`src/rtl/hilo_div_unit_pkg.sv`:
```
// Shared divider definitions: FSM encoding, operand width, divide-by-zero quotient
// and the div alucontrol codes also used by the ALU decoder.
package div_pkg;
  localparam int DIV_WIDTH = 32;

  typedef enum logic [1:0] {
    DIV_IDLE = 2'd0,
    DIV_BUSY = 2'd1,
    DIV_DONE = 2'd2
  } div_state_e;

  localparam logic [DIV_WIDTH-1:0] DIV_ZERO_QUO = '1;

  localparam logic [3:0] ALUCTRL_DIV  = 4'b1010;
  localparam logic [3:0] ALUCTRL_DIVU = 4'b1011;
endpackage

```
`src/rtl/hilo_div_unit_div_step.sv`:
```
// One restoring-division iteration: shift the next dividend bit into the
// remainder, trial-subtract the divisor on WIDTH+1 bits, keep or restore.
module div_step #(
  parameter int WIDTH = 32
) (
  input  logic [WIDTH-1:0] i_rem,
  input  logic [WIDTH-1:0] i_quo,
  input  logic [WIDTH-1:0] i_div,
  output logic [WIDTH-1:0] o_rem,
  output logic [WIDTH-1:0] o_quo
);
  logic [WIDTH:0] w_trial;
  logic [WIDTH:0] w_diff;
  logic           w_ge;

  assign w_trial = {i_rem, i_quo[WIDTH-1]};
  assign w_diff  = w_trial - {1'b0, i_div};
  // rem < divisor keeps |trial - div| below 2^WIDTH, so bit WIDTH is the borrow
  assign w_ge    = ~w_diff[WIDTH];
  assign o_rem   = w_ge ? w_diff[WIDTH-1:0] : w_trial[WIDTH-1:0];
  assign o_quo   = {i_quo[WIDTH-2:0], w_ge};
endmodule

```
`src/rtl/hilo_div_unit.sv`:
```
// Iterative radix-2 restoring DIV/DIVU unit returning {HI=rem, LO=quo}.
// Define DIV_ZERO_FAST_EN to finish a divide-by-zero one cycle after start.
import div_pkg::*;

module hilo_div_unit #(
  parameter  int WIDTH = DIV_WIDTH,
  localparam int CNT_W = $clog2(WIDTH)
) (
  input  logic               clk,
  input  logic               rst,
  input  logic               start_i,
  input  logic               signed_i,
  input  logic [WIDTH-1:0]   a_i,
  input  logic [WIDTH-1:0]   b_i,
  input  logic               annul_i,
  output logic               busy_o,
  output logic               ready_o,
  output logic [2*WIDTH-1:0] result_o
);
  div_state_e         r_state;
  logic [CNT_W-1:0]   r_cnt;
  logic [WIDTH-1:0]   r_rem, r_quo, r_div;
  logic               r_sign_q, r_sign_r, r_bzero;
  logic               r_ready;
  logic [2*WIDTH-1:0] r_result;

  logic               w_start;
  logic [WIDTH-1:0]   w_a_abs, w_b_abs;
  logic [WIDTH-1:0]   w_rem_n, w_quo_n;
  logic [WIDTH-1:0]   w_hi, w_lo;

  assign w_start = ~rst & (r_state == DIV_IDLE) & start_i & ~annul_i;
  assign busy_o  = w_start | (r_state == DIV_BUSY);

  assign w_a_abs = (signed_i & a_i[WIDTH-1]) ? -a_i : a_i;
  assign w_b_abs = (signed_i & b_i[WIDTH-1]) ? -b_i : b_i;

  div_step #(.WIDTH(WIDTH)) u_step (
    .i_rem (r_rem),
    .i_quo (r_quo),
    .i_div (r_div),
    .o_rem (w_rem_n),
    .o_quo (w_quo_n)
  );

  // Divide by zero forces an all-ones LO regardless of the quotient sign
  assign w_hi = r_sign_r ? -w_rem_n : w_rem_n;
  assign w_lo = r_bzero ? DIV_ZERO_QUO : (r_sign_q ? -w_quo_n : w_quo_n);

  always_ff @(posedge clk) begin
    if (rst) begin
      r_state  <= DIV_IDLE;
      r_cnt    <= '0;
      r_rem    <= '0;
      r_quo    <= '0;
      r_div    <= '0;
      r_sign_q <= 1'b0;
      r_sign_r <= 1'b0;
      r_bzero  <= 1'b0;
      r_ready  <= 1'b0;
      r_result <= '0;
    end else begin
      r_ready <= 1'b0;
      if (annul_i) begin
        r_state <= DIV_IDLE;
      end else begin
        case (r_state)
          DIV_IDLE: if (start_i) begin
            r_rem    <= '0;
            r_cnt    <= '0;
            r_quo    <= w_a_abs;
            r_div    <= w_b_abs;
            r_sign_q <= signed_i & (a_i[WIDTH-1] ^ b_i[WIDTH-1]);
            r_sign_r <= signed_i & a_i[WIDTH-1];
            r_bzero  <= (b_i == '0);
`ifdef DIV_ZERO_FAST_EN
            if (b_i == '0) begin
              r_result <= {a_i, DIV_ZERO_QUO};
              r_ready  <= 1'b1;
              r_state  <= DIV_DONE;
            end else begin
              r_state  <= DIV_BUSY;
            end
`else
            r_state  <= DIV_BUSY;
`endif
          end
          DIV_BUSY: begin
            r_rem <= w_rem_n;
            r_quo <= w_quo_n;
            r_cnt <= r_cnt + 1'b1;
            // Final iteration: result lands so ready_o pulses during DONE
            if (r_cnt == CNT_W'(WIDTH - 1)) begin
              r_result <= {w_hi, w_lo};
              r_ready  <= 1'b1;
              r_state  <= DIV_DONE;
            end
          end
          DIV_DONE: r_state <= DIV_IDLE;
          default:  r_state <= DIV_IDLE;
        endcase
      end
    end
  end

  assign ready_o  = r_ready;
  assign result_o = r_result;
endmodule

```
`config.mk`:
```
export PLATFORM = sky130hd
export DESIGN_NAME = hilo_div_unit
export DESIGN_NICKNAME = d
export VERILOG_FILES = /design/src/rtl/hilo_div_unit_pkg.sv /design/src/rtl/hilo_div_unit_div_step.sv /design/src/rtl/hilo_div_unit.sv
export SDC_FILE = /design/constraint.sdc
export NUM_CORES = 1
export LEC_CHECK = 0
export CAP_MARGIN = 20
export CORE_MARGIN = 1.5
export CORE_UTILIZATION = 55
export CTS_CLUSTER_SIZE = 16
export DETAILED_ROUTE_END_ITERATION = 6
export PLACE_DENSITY = 0.88
export SYNTH_ARGS = -nofsm -noshare
export SYNTH_HDL_FRONTEND = slang
export SYNTH_SLANG_ARGS = --single-unit
```
`constraint.sdc`:
```
create_clock -name clk -period 6.4 [get_ports clk]
set_input_delay 0.96 -clock clk [delete_from_list [all_inputs] [get_ports clk]]
set_output_delay 0.96 -clock clk [all_outputs]
set_load 0.02 [all_outputs]
```
==> results of run 1 <==
[cell usage after synthesis (all sizes together), types with 21 or more instances]
cell type / count
nor2: 247
inv: 56
clkbuf: 80
a22oi: 25
dfxtp: 171
nand3: 22
buf: 27
a211oi: 90
xor2: 60
a21oi: 135
o21ai: 98
nand2: 130
nor4: 21
ha: 38
nor3: 53
or3: 27
xnor2: 50
[metrics by stage]
step / cells / hold WS, ns / setup slack [ns] / power, W / util [%]
floorplan: 1615 / 0.432 / 1.57 / 0.00158 / -
global placement: 1930 / 0.438 / 1.54 / 0.00176 / 63.0
detailed placement: 1931 / 0.445 / 1.34 / 0.00177 / 63.0
CTS: 1963 / 0.453 / 1.29 / 0.00277 / 65.6
global route: 1963 / 0.480 / 0.731 / 0.00289 / 65.6
finish: 1963 / 0.450 / 1.14 / 0.00278 / 65.6
[registers in the layout, indices dropped and copies added, names as in the netlist]
signal / cells
r_bzero: 1
r_cnt: 5
r_div: 32
r_quo: 32
r_rem: 32
r_sign_q: 1
r_sign_r: 1
r_state: 2
ready_o: 1
result_o: 64
[worst min path at each step]
stage / startpoint / to / slack, ns
finish: r_div[31]$_SDFFE_PP0P_ / r_div[31]$_SDFFE_PP0P_ / 0.45
CTS: r_div[31]$_SDFFE_PP0P_ / r_div[31]$_SDFFE_PP0P_ / 0.45
global placement: result_o[41]$_SDFFE_PP0P_ / result_o[41]$_SDFFE_PP0P_ / 0.44
detailed placement: r_div[31]$_SDFFE_PP0P_ / r_div[31]$_SDFFE_PP0P_ / 0.45
global route: r_div[31]$_SDFFE_PP0P_ / r_div[31]$_SDFFE_PP0P_ / 0.48
floorplan: r_div[31]$_SDFFE_PP0P_ / r_div[31]$_SDFFE_PP0P_ / 0.43
[cell families (layout without fill, tap and decap cells)]
group                    count (synthesis)  in the layout  synth area share (%)
AO/OA/AOI/OAI                          491            491                  27.6
XOR/XNOR                               110            110                  8.02
adder cells (fa/ha/maj)                 39             39                  4.13
buffers and inverters                  164            237                  5.49
flip-flops                             171            171                  28.5
multiplexers                            21             21                  1.77
AND/OR/NAND/NOR                        619            619                  24.5
[worst max-delay path: stages, from the launching register on]
cell and delay (ns):
dfxtp_1 0.34, inv_1 0.08, ha_1 0.23, fa_1 0.40, nand2b_1 0.18, a211oi_2 0.46
o211a_1 0.31, o21ai_1 0.14, a211oi_4 0.26, inv_2 0.06, buf_4 0.20, a21oi_1 0.30
ha_1 0.36, nor4bb_1 0.35, o21ai_0 0.18, nor3_1 0.31, a21oi_1 0.20, nor3_2 0.45
a311o_1 0.24, o211ai_1 0.08
[where the power goes]
part	total (W)	internal (W)	switching [W]
clock	0.00101	0.000514	0.000493
sequential	0.00113	0.00109	0.0000322
combinational	0.000646	0.000235	0.000411
total	0.00278	0.00184	0.000936
[placed cells by master (no fill, tap or decap), drive strengths merged, types with 4 or more instances in the layout]
cell type and n:
a2111oi 4, a211o 9, a211oi 90, a21o 12, a21oi 135, a22oi 25, a311oi 16, a31oi 15
and2 17, and3 13, and4 5, buf 15, clkbuf 18, clkdlybuf4s50 133, dfxtp 171, ha 38
inv 65, mux2i 19, nand2 130, nand2b 16, nand3 22, nand3b 13, nand4 19, nor2 247
nor2b 9, nor3 53, nor3b 7, nor4 21, o211ai 15, o21a 5, o21ai 98, o31ai 17
o41ai 9, or2 5, or3 27, or4 8, xnor2 50, xor2 60
[metal layers]
layer  global-route usage [%]  part of all wire, %  vias to the layer above
met3                     6.48                  8.3                       98
met4                     11.7                  3.1                        0
met1                     44.2                   43                     5829
met2                     51.9                   45                      615
li1                         -                    -                     5988
met5                        0                    0                        -
[final cells by class]
class / count / share of cell area, %
Clock buffer: 18 / 3.08
Clock inverter: 14 / 0.917
Inverter: 57 / 1.54
Multi-Input combinational cell: 1280 / 57.0
Sequential cell: 171 / 24.6
Tap cell: 275 / 2.47
Timing Repair Buffer: 148 / 10.4
==> reports/results.tsv, run 1 <==
metric	value	unit
status	finished, final reports clean	
peakVddDrop	0.178	mV
core-area	21200	um^2
maxCapViolCount	0	
multi_input_area	7940	um^2
synth_area_leaders	dfxtp_1 29%, nor2_1 7.7%, a211oi_1 5.4%	
endpoint	result_o[60]$_SDFFE_PP0P_	
drive_gt1_share	5.27	%
grt_max_degree	91	
cts_resized	0	
syn_to_final_growth	16.0	%
crit_arrival	5.58	ns
p_leak	5.17	nW
first_iter_violations	1310	
design_area	13900	um^2
synth_warnings	0	
cts_max_level	4	
avgSynthCellArea	7.43	um^2
setup_viol	0	
port_buffers	134	
overflow	0	
synth-seq-cells	171	
startpoint_type	flop	
dpl_cell_area	13400	um^2
rows	53	
path_class	flop to flop	
grt_first_pass_wirelength	58400	um
antenna_found_initial	0	
rsz0062_at_grt	no	
synth_cell_types	86	
path_clk_slew	0.07	ns
clock.fmax	190	MHz
cts_tree	built	
globalplace.congestion	0.975	
synth_ff_type	dfxtp_1	
final_nets	1783	
first_pass_iters	5	
ant_nets	0	
post-route-period-util	82.1	%
yosys.area.top_type	dfxtp_1	
cts-buffers-inserted	17	
clock_skew	0.0148	ns
syn_inst	1615	
post-route-drc-count	0	
clock-sinks	171	
netlist_area	12000	um^2
synth_edf_count	0	
die_area	22700	um^2
r2r_cells	19	
tns	0	ns
routed_wl	37400	um
slew_violations	0	
relSlewSlack	34.9	%
start_util	56.6	%
worst_pin_slew	0.976	ns
regArea	3420	um^2
die_x	151	um
cts_root_buf	clkbuf_16	
grt.total_usage	32.8	%
clk_latency	0.45	ns
diodes	0	
seq_area_frac_synth	28.5	%
startpoint	r_quo[31]$_SDFFE_PP0P_	
async_reset_ff_share	0	%
yosysTopAreaCellShare	28.5	%
grt_pass1_vias	11166	
worstReg2RegStart	r_quo[31]$_SDFFE_PP0P_	
die_h	151	um
postCtsSetupRepairBufs	0	
hold_viol_final	0	
hpwlAfterDp	27900	um
cts_max_path_buffers	2	
syn_nets	1723	
critPathCaptureType	flop	
via_per_inst	6.38	
critical_path_peak_fanout	15	
min_path_cells	2	
pin_count	135	
ff2ff_setup_slack	1.14	ns
wl_per_cell	19.0	um
vias	12530	
fin_crit	5.26	ns
fill_cells	1840	
power.density	200	nW/um^2
r2r_end	result_o[60]$_SDFFE_PP0P_	
critical_path_required	6.72	ns
hold_class	flop to flop	
holdBufCountCts	0	
Power figures use the tool's default switching activity.
==> inputs of run 2 (changes only) <==
- clock period: 6.4 -> 4.91 ns (I/O delays scaled with it)
==> reports/results.tsv, run 2 (synthesis results as in run 1) <==
metric	value	unit	change
critical_path_required	5.22	ns	was 6.72 ns
cts_max_path_buffers	2		unchanged
grt_max_degree	68		was 91
violations	design-rule violations		
worst_pin_slew	0.842	ns	was 0.976 ns
critical_path_peak_fanout	12		was 15
port_buffers	134		unchanged
critPathCaptureType	flop		unchanged
final_common_cell	nor2_1		unchanged
die_h	151	um	unchanged
clock_skew	0.0137	ns	was 0.0148 ns
cts_tree	built		unchanged
routed_wl	38100	um	was 37400 um
syn_to_final_growth	16.7	%	was 16.0%
final_cell_mix	246 x nor2_1, 171 x dfxtp_1, 133 x clkdlybuf4s50_1		unchanged
postCtsSetupRepairBufs	0		unchanged
post-route-drc-count	10		was 0
first_iter_violations	1215		was 1310
maxCapViolCount	0		unchanged
grt.total_usage	33.6	%	was 32.8%
grt_first_pass_wirelength	60400	um	was 58400 um
largest_reg_flops	64		unchanged
hold_viol_final	0		unchanged
holdBufCountCts	0		unchanged
via_per_inst	6.48		was 6.38
path_cells	inv_1 > ha_1 > a21oi_2 > o211ai_1 > and3_1 > a22o_1 > a211oi_4 > inv_2 > a21oi_1 > ha_1 > nor4bb_1 > o21ai_0 > nor3_2 > a21oi_1 > nor3_4 > a311o_1 > o211ai_1		was inv_1 > ha_1 > fa_1 > nand2b_1 > a211oi_2 > o211a_1 > o21ai_1 > a211oi_4 > inv_2 > buf_4 > a21oi_1 > ha_1 > nor4bb_1 > o21ai_0 > nor3_1 > a21oi_1 > nor3_2 > a311o_1 > o211ai_1
rsz0062_at_grt	no		unchanged
vias	12761		was 12530
post-place-ws	0.247	ns	was 1.34 ns
fin_hold_ws	0.459	ns	was 0.450 ns
diodes	0		unchanged
r2r_end	result_o[60]$_SDFFE_PP0P_		unchanged
power.density	263	nW/um^2	was 200 nW/um^2
tns	0	ns	unchanged
grt_pass1_vias	11707		was 11166
globalplace.congestion	0.973		was 0.975
drive_gt1_share	5.73	%	was 5.27%
peakVddDrop	0.235	mV	was 0.178 mV
status	finished with violations		was finished, final reports clean
cts_max_level	4		unchanged
hold_class	flop to flop		unchanged
r2r_cells	17		was 19
clock-sinks	171		unchanged
start_util	56.6	%	unchanged
die_area	22700	um^2	unchanged
worstReg2RegStart	r_div[25]$_SDFFE_PP0P_		was r_quo[31]$_SDFFE_PP0P_
cp_slowest_stage_delay	0.43	ns	was 0.46 ns
relSlewSlack	43.6	%	was 34.9%
clk_latency	0.44	ns	was 0.45 ns
cts_root_buf	clkbuf_16		unchanged
ant_nets	0		unchanged
startpoint_type	flop		unchanged
setup_slack	0.340	ns	was 1.14 ns
cts-buffers-inserted	17		unchanged
cts_resized	0		unchanged
fin_crit	4.57	ns	was 5.26 ns
cp_slowest_cell	ha_1		was a211oi_2
wl_per_cell	19.3	um	was 19.0 um
first_pass_iters	7		was 5
path_class	flop to flop		unchanged
clock.fmax	219	MHz	was 190 MHz
min_from	r_div[0]$_SDFFE_PP0P_		was r_div[31]$_SDFFE_PP0P_
core-area	21200	um^2	unchanged
post-route-period-util	93.1	%	was 82.1%
final_nets	1789		was 1783
setup_viol	0		unchanged
pin_count	135		unchanged
crit_arrival	4.88	ns	was 5.58 ns
slew_violations	0		unchanged
rows	53		unchanged
hpwlAfterDp	28300	um	was 27900 um
min_to	r_div[0]$_SDFFE_PP0P_		was r_div[31]$_SDFFE_PP0P_
ff2ff_setup_slack	0.34	ns	was 1.14 ns
antenna_found_initial	0		unchanged
die_x	151	um	unchanged
path_clk_slew	0.07	ns	about the same
min_path_cells	2		unchanged
overflow	0		unchanged
p_leak	5.23	nW	was 5.17 nW
## run 2: report_power, final
part           total [W]  switching [W]  internal, W
combinational   0.000860       0.000547     0.000313
clock            0.00135       0.000661     0.000694
sequential       0.00147      0.0000418      0.00143
total            0.00368        0.00125      0.00243
## run 2: worst max-delay path by stage
stage                           start                         to  slack (ns)  depth (start not counted)
2_1_floorplan  r_quo[31]$_SDFFE_PP0P_  result_o[62]$_SDFFE_PP0P_        0.08                         21
3_3_place_gp   r_quo[31]$_SDFFE_PP0P_  result_o[62]$_SDFFE_PP0P_        0.49                         18
3_5_place_dp   r_div[25]$_SDFFE_PP0P_  result_o[60]$_SDFFE_PP0P_        0.25                         17
4_1_cts        r_div[25]$_SDFFE_PP0P_  result_o[60]$_SDFFE_PP0P_        0.22                         17
5_1_grt        r_div[25]$_SDFFE_PP0P_  result_o[60]$_SDFFE_PP0P_       0.008                         17
6_report       r_div[25]$_SDFFE_PP0P_  result_o[60]$_SDFFE_PP0P_        0.34                         17
## run 2: cell type report
type | instances | area [um^2]
Multi-Input combinational cell | 1280 | 7950
Fill cell | 1846 | 7210
Sequential cell | 171 | 3420
Timing Repair Buffer | 154 | 1490
Clock buffer | 18 | 439
Tap cell | 275 | 344
Inverter | 57 | 214
Clock inverter | 14 | 146
## run 2: routing by layer
metal	vias to the layer above	GRT usage, %	wire [um]
li1	6007	-	-
met1	6026	45.1	16100
met2	615	53.1	17400
met3	113	6.36	3260
met4	0	13.0	1300
met5	-	0	0
## run 2: metrics by stage
stage                     util [%]  instance area (um^2)  std cells  total power [W]
final                         66.0                 14000       1969          0.00368
after global routing          66.0                 14000       1969          0.00382
after CTS                     66.0                 14000       1969          0.00366
after detailed placement      63.2                 13400       1937          0.00232
after global placement        63.2                 13400       1937          0.00231
after floorplan                  -                 12000       1615          0.00206
## run 2: critical path, delay by kind of cell (launching register included)
kind,cells,cell delay [ns]
buf+inv,2,0.17
flops,1,0.33
fa+ha+maj,2,0.65
compound gates,9,2.10
simple gates,4,1.18
==> inputs of run 3 (changes only) <==
- CTS_BUF_LIST: not set -> sky130_fd_sc_hd__clkbuf_4 sky130_fd_sc_hd__clkbuf_8 sky130_fd_sc_hd__clkbuf_16
- DONT_BUFFER_PORTS: not set -> 1
- PLACE_DENSITY: 0.88 -> 0.8
==> reports/results.tsv, run 3 (synthesis results as in run 1) <==
metric	value	unit	change
hpwlAfterDp	26900	um	was 28300 um
slew_violations	0		unchanged
globalplace.congestion	0.955		was 0.973
pin_count	135		unchanged
post-route-period-util	93.7	%	was 93.1%
final_cell_mix	245 x nor2_1, 171 x dfxtp_1, 130 x nand2_1		was 246 x nor2_1, 171 x dfxtp_1, 133 x clkdlybuf4s50_1
relSlewSlack	22.2	%	was 43.6%
grt_pass1_vias	10759		was 11707
via_per_inst	6.60		was 6.48
syn_to_final_growth	5.46	%	was 16.7%
startpoint_type	flop		unchanged
cts_max_level	4		unchanged
fill_cells	1932		was 1846
hold_viol_final	0		unchanged
grt.total_usage	32.1	%	was 33.6%
worst_pin_slew	1.16	ns	was 0.842 ns
clock-sinks	171		unchanged
largest_reg_flops	64		unchanged
cts-buffers-inserted	17		unchanged
critical_path_required	5.24	ns	was 5.22 ns
p_int	0.00238	W	was 0.00243 W
clk_latency	0.44	ns	about the same
path_clk_slew	0.07	ns	about the same
status	finished, final reports clean		was finished with violations
routed_wl	37100	um	was 38100 um
grt_first_pass_wirelength	57400	um	was 60400 um
grt_max_degree	168		was 68
clock_skew	0.0124	ns	was 0.0137 ns
cts_resized	0		unchanged
port_buffers	0		was 134
die_x	151	um	unchanged
start_util	56.6	%	unchanged
final_nets	1650		was 1789
ant_nets	0		unchanged
maxCapViolCount	0		unchanged
final_common_cell	nor2_1		unchanged
peakVddDrop	0.204	mV	was 0.235 mV
swShare	33.6	%	was 33.9%
share_comb_of_total_power	21.3	%	was 23.4%
die_h	151	um	unchanged
vias	12085		was 12761
antenna_found_initial	0		unchanged
regArea	3420	um^2	unchanged
p_seq_share	41.0	%	was 39.9%
p_sw	0.00120	W	was 0.00125 W
postCtsSetupRepairBufs	0		unchanged
wl_per_cell	20.3	um	was 19.3 um
critPathCaptureType	flop		unchanged
power.density	283	nW/um^2	was 263 nW/um^2
overflow	0		unchanged
cts_root_buf	clkbuf_16		unchanged
clock.fmax	217	MHz	was 219 MHz
cts_max_path_buffers	2		unchanged
fin_hold_ws	0.365	ns	was 0.459 ns
fin_cells	1830		was 1969
ff2ff_setup_slack	0.31	ns	was 0.34 ns
clock_power_share	37.7	%	was 36.8%
first_pass_iters	7		unchanged
die_area	22700	um^2	unchanged
fin_crit	4.60	ns	was 4.57 ns
hold_class	input pin to flop		was flop to flop
path_class	flop to flop		unchanged
core-area	21200	um^2	unchanged
post-route-drc-count	0		was 10
first_iter_violations	1397		was 1215
critical_path_peak_fanout	12		unchanged
crit_arrival	4.94	ns	was 4.88 ns
diodes	0		unchanged
rows	53		unchanged
place_inst	1797		was 1937
cts_tree	built		unchanged
multi_input_area	7960	um^2	was 7950 um^2
setup_viol	0		unchanged
drive_gt1_share	5.98	%	was 5.73%
holdBufCountCts	0		unchanged
p_leak	4.71	nW	was 5.23 nW
-- run 3: per-stage QoR --
stage	util, %	setup TNS [ns]	power [W]	setup WS (ns)	cell area (um^2)
2_1_floorplan	-	0	0.00206	0.0798	12000
3_3_place_gp	56.8	0	0.00222	0.492	12000
3_5_place_dp	56.8	0	0.00223	0.307	12000
4_1_cts	59.5	0	0.00356	0.278	12600
5_1_grt	59.7	-0.00497	0.00371	-0.00497	12700
6_report	59.7	0	0.00358	0.307	12700
-- run 3: path summary, 6_finish.rpt --
check	end	depth (start not counted)	startpoint
setup / recovery	result_o[58]$_SDFFE_PP0P_	18	r_div[25]$_SDFFE_PP0P_
hold / removal	result_o[55]$_SDFFE_PP0P_	1	rst
setup reg to reg	result_o[58]$_SDFFE_PP0P_	18	r_div[25]$_SDFFE_PP0P_
hold reg to reg	r_div[31]$_SDFFE_PP0P_	2	r_div[31]$_SDFFE_PP0P_
-- run 3: final cells by class --
cell class / count / area share (%)
Clock buffer: 18 / 3.42
Clock inverter: 14 / 1.23
Inverter: 57 / 1.69
Multi-Input combinational cell: 1280 / 62.9
Sequential cell: 171 / 27.0
Tap cell: 275 / 2.72
Timing Repair Buffer: 15 / 1.05
-- run 3: critical path: stages (launching register included) --
cell and delay (ns):
dfxtp_1 0.34, inv_1 0.05, ha_1 0.41, a21oi_2 0.33, o21ai_1 0.15, a211o_1 0.28, a311oi_2 0.42, a211oi_4 0.13
inv_2 0.23, nor2_1 0.09, a21oi_1 0.23, ha_1 0.21, nor4bb_1 0.28, o211ai_1 0.16, nor4_1 0.24, a41oi_1 0.31
o31ai_2 0.36, mux2i_1 0.22, nand2_1 0.06
-- run 3: power groups by stage --
stage          sequential (W)  combinational, W  clock (W)
4_1_cts               0.00147          0.000739    0.00136
3_5_place_dp          0.00150          0.000730          0
3_3_place_gp          0.00150          0.000722          0
5_1_grt               0.00147          0.000828    0.00141
6_report              0.00147          0.000764    0.00135
2_1_floorplan         0.00149          0.000579          0
-- run 3: layer usage --
| layer | wire length (um) | vias up | share of wire [%] | track usage (%) |
|---|---|---|---|---|
| met3 | 3580 | 81 | 9.7 | 6.61 |
| met1 | 15400 | 5686 | 42 | 42.6 |
| met2 | 17200 | 604 | 46 | 52.1 |
| met4 | 892 | 0 | 2.4 | 9.81 |
| li1 | - | 5714 | - | - |
| met5 | 0 | - | 0 | 0 |
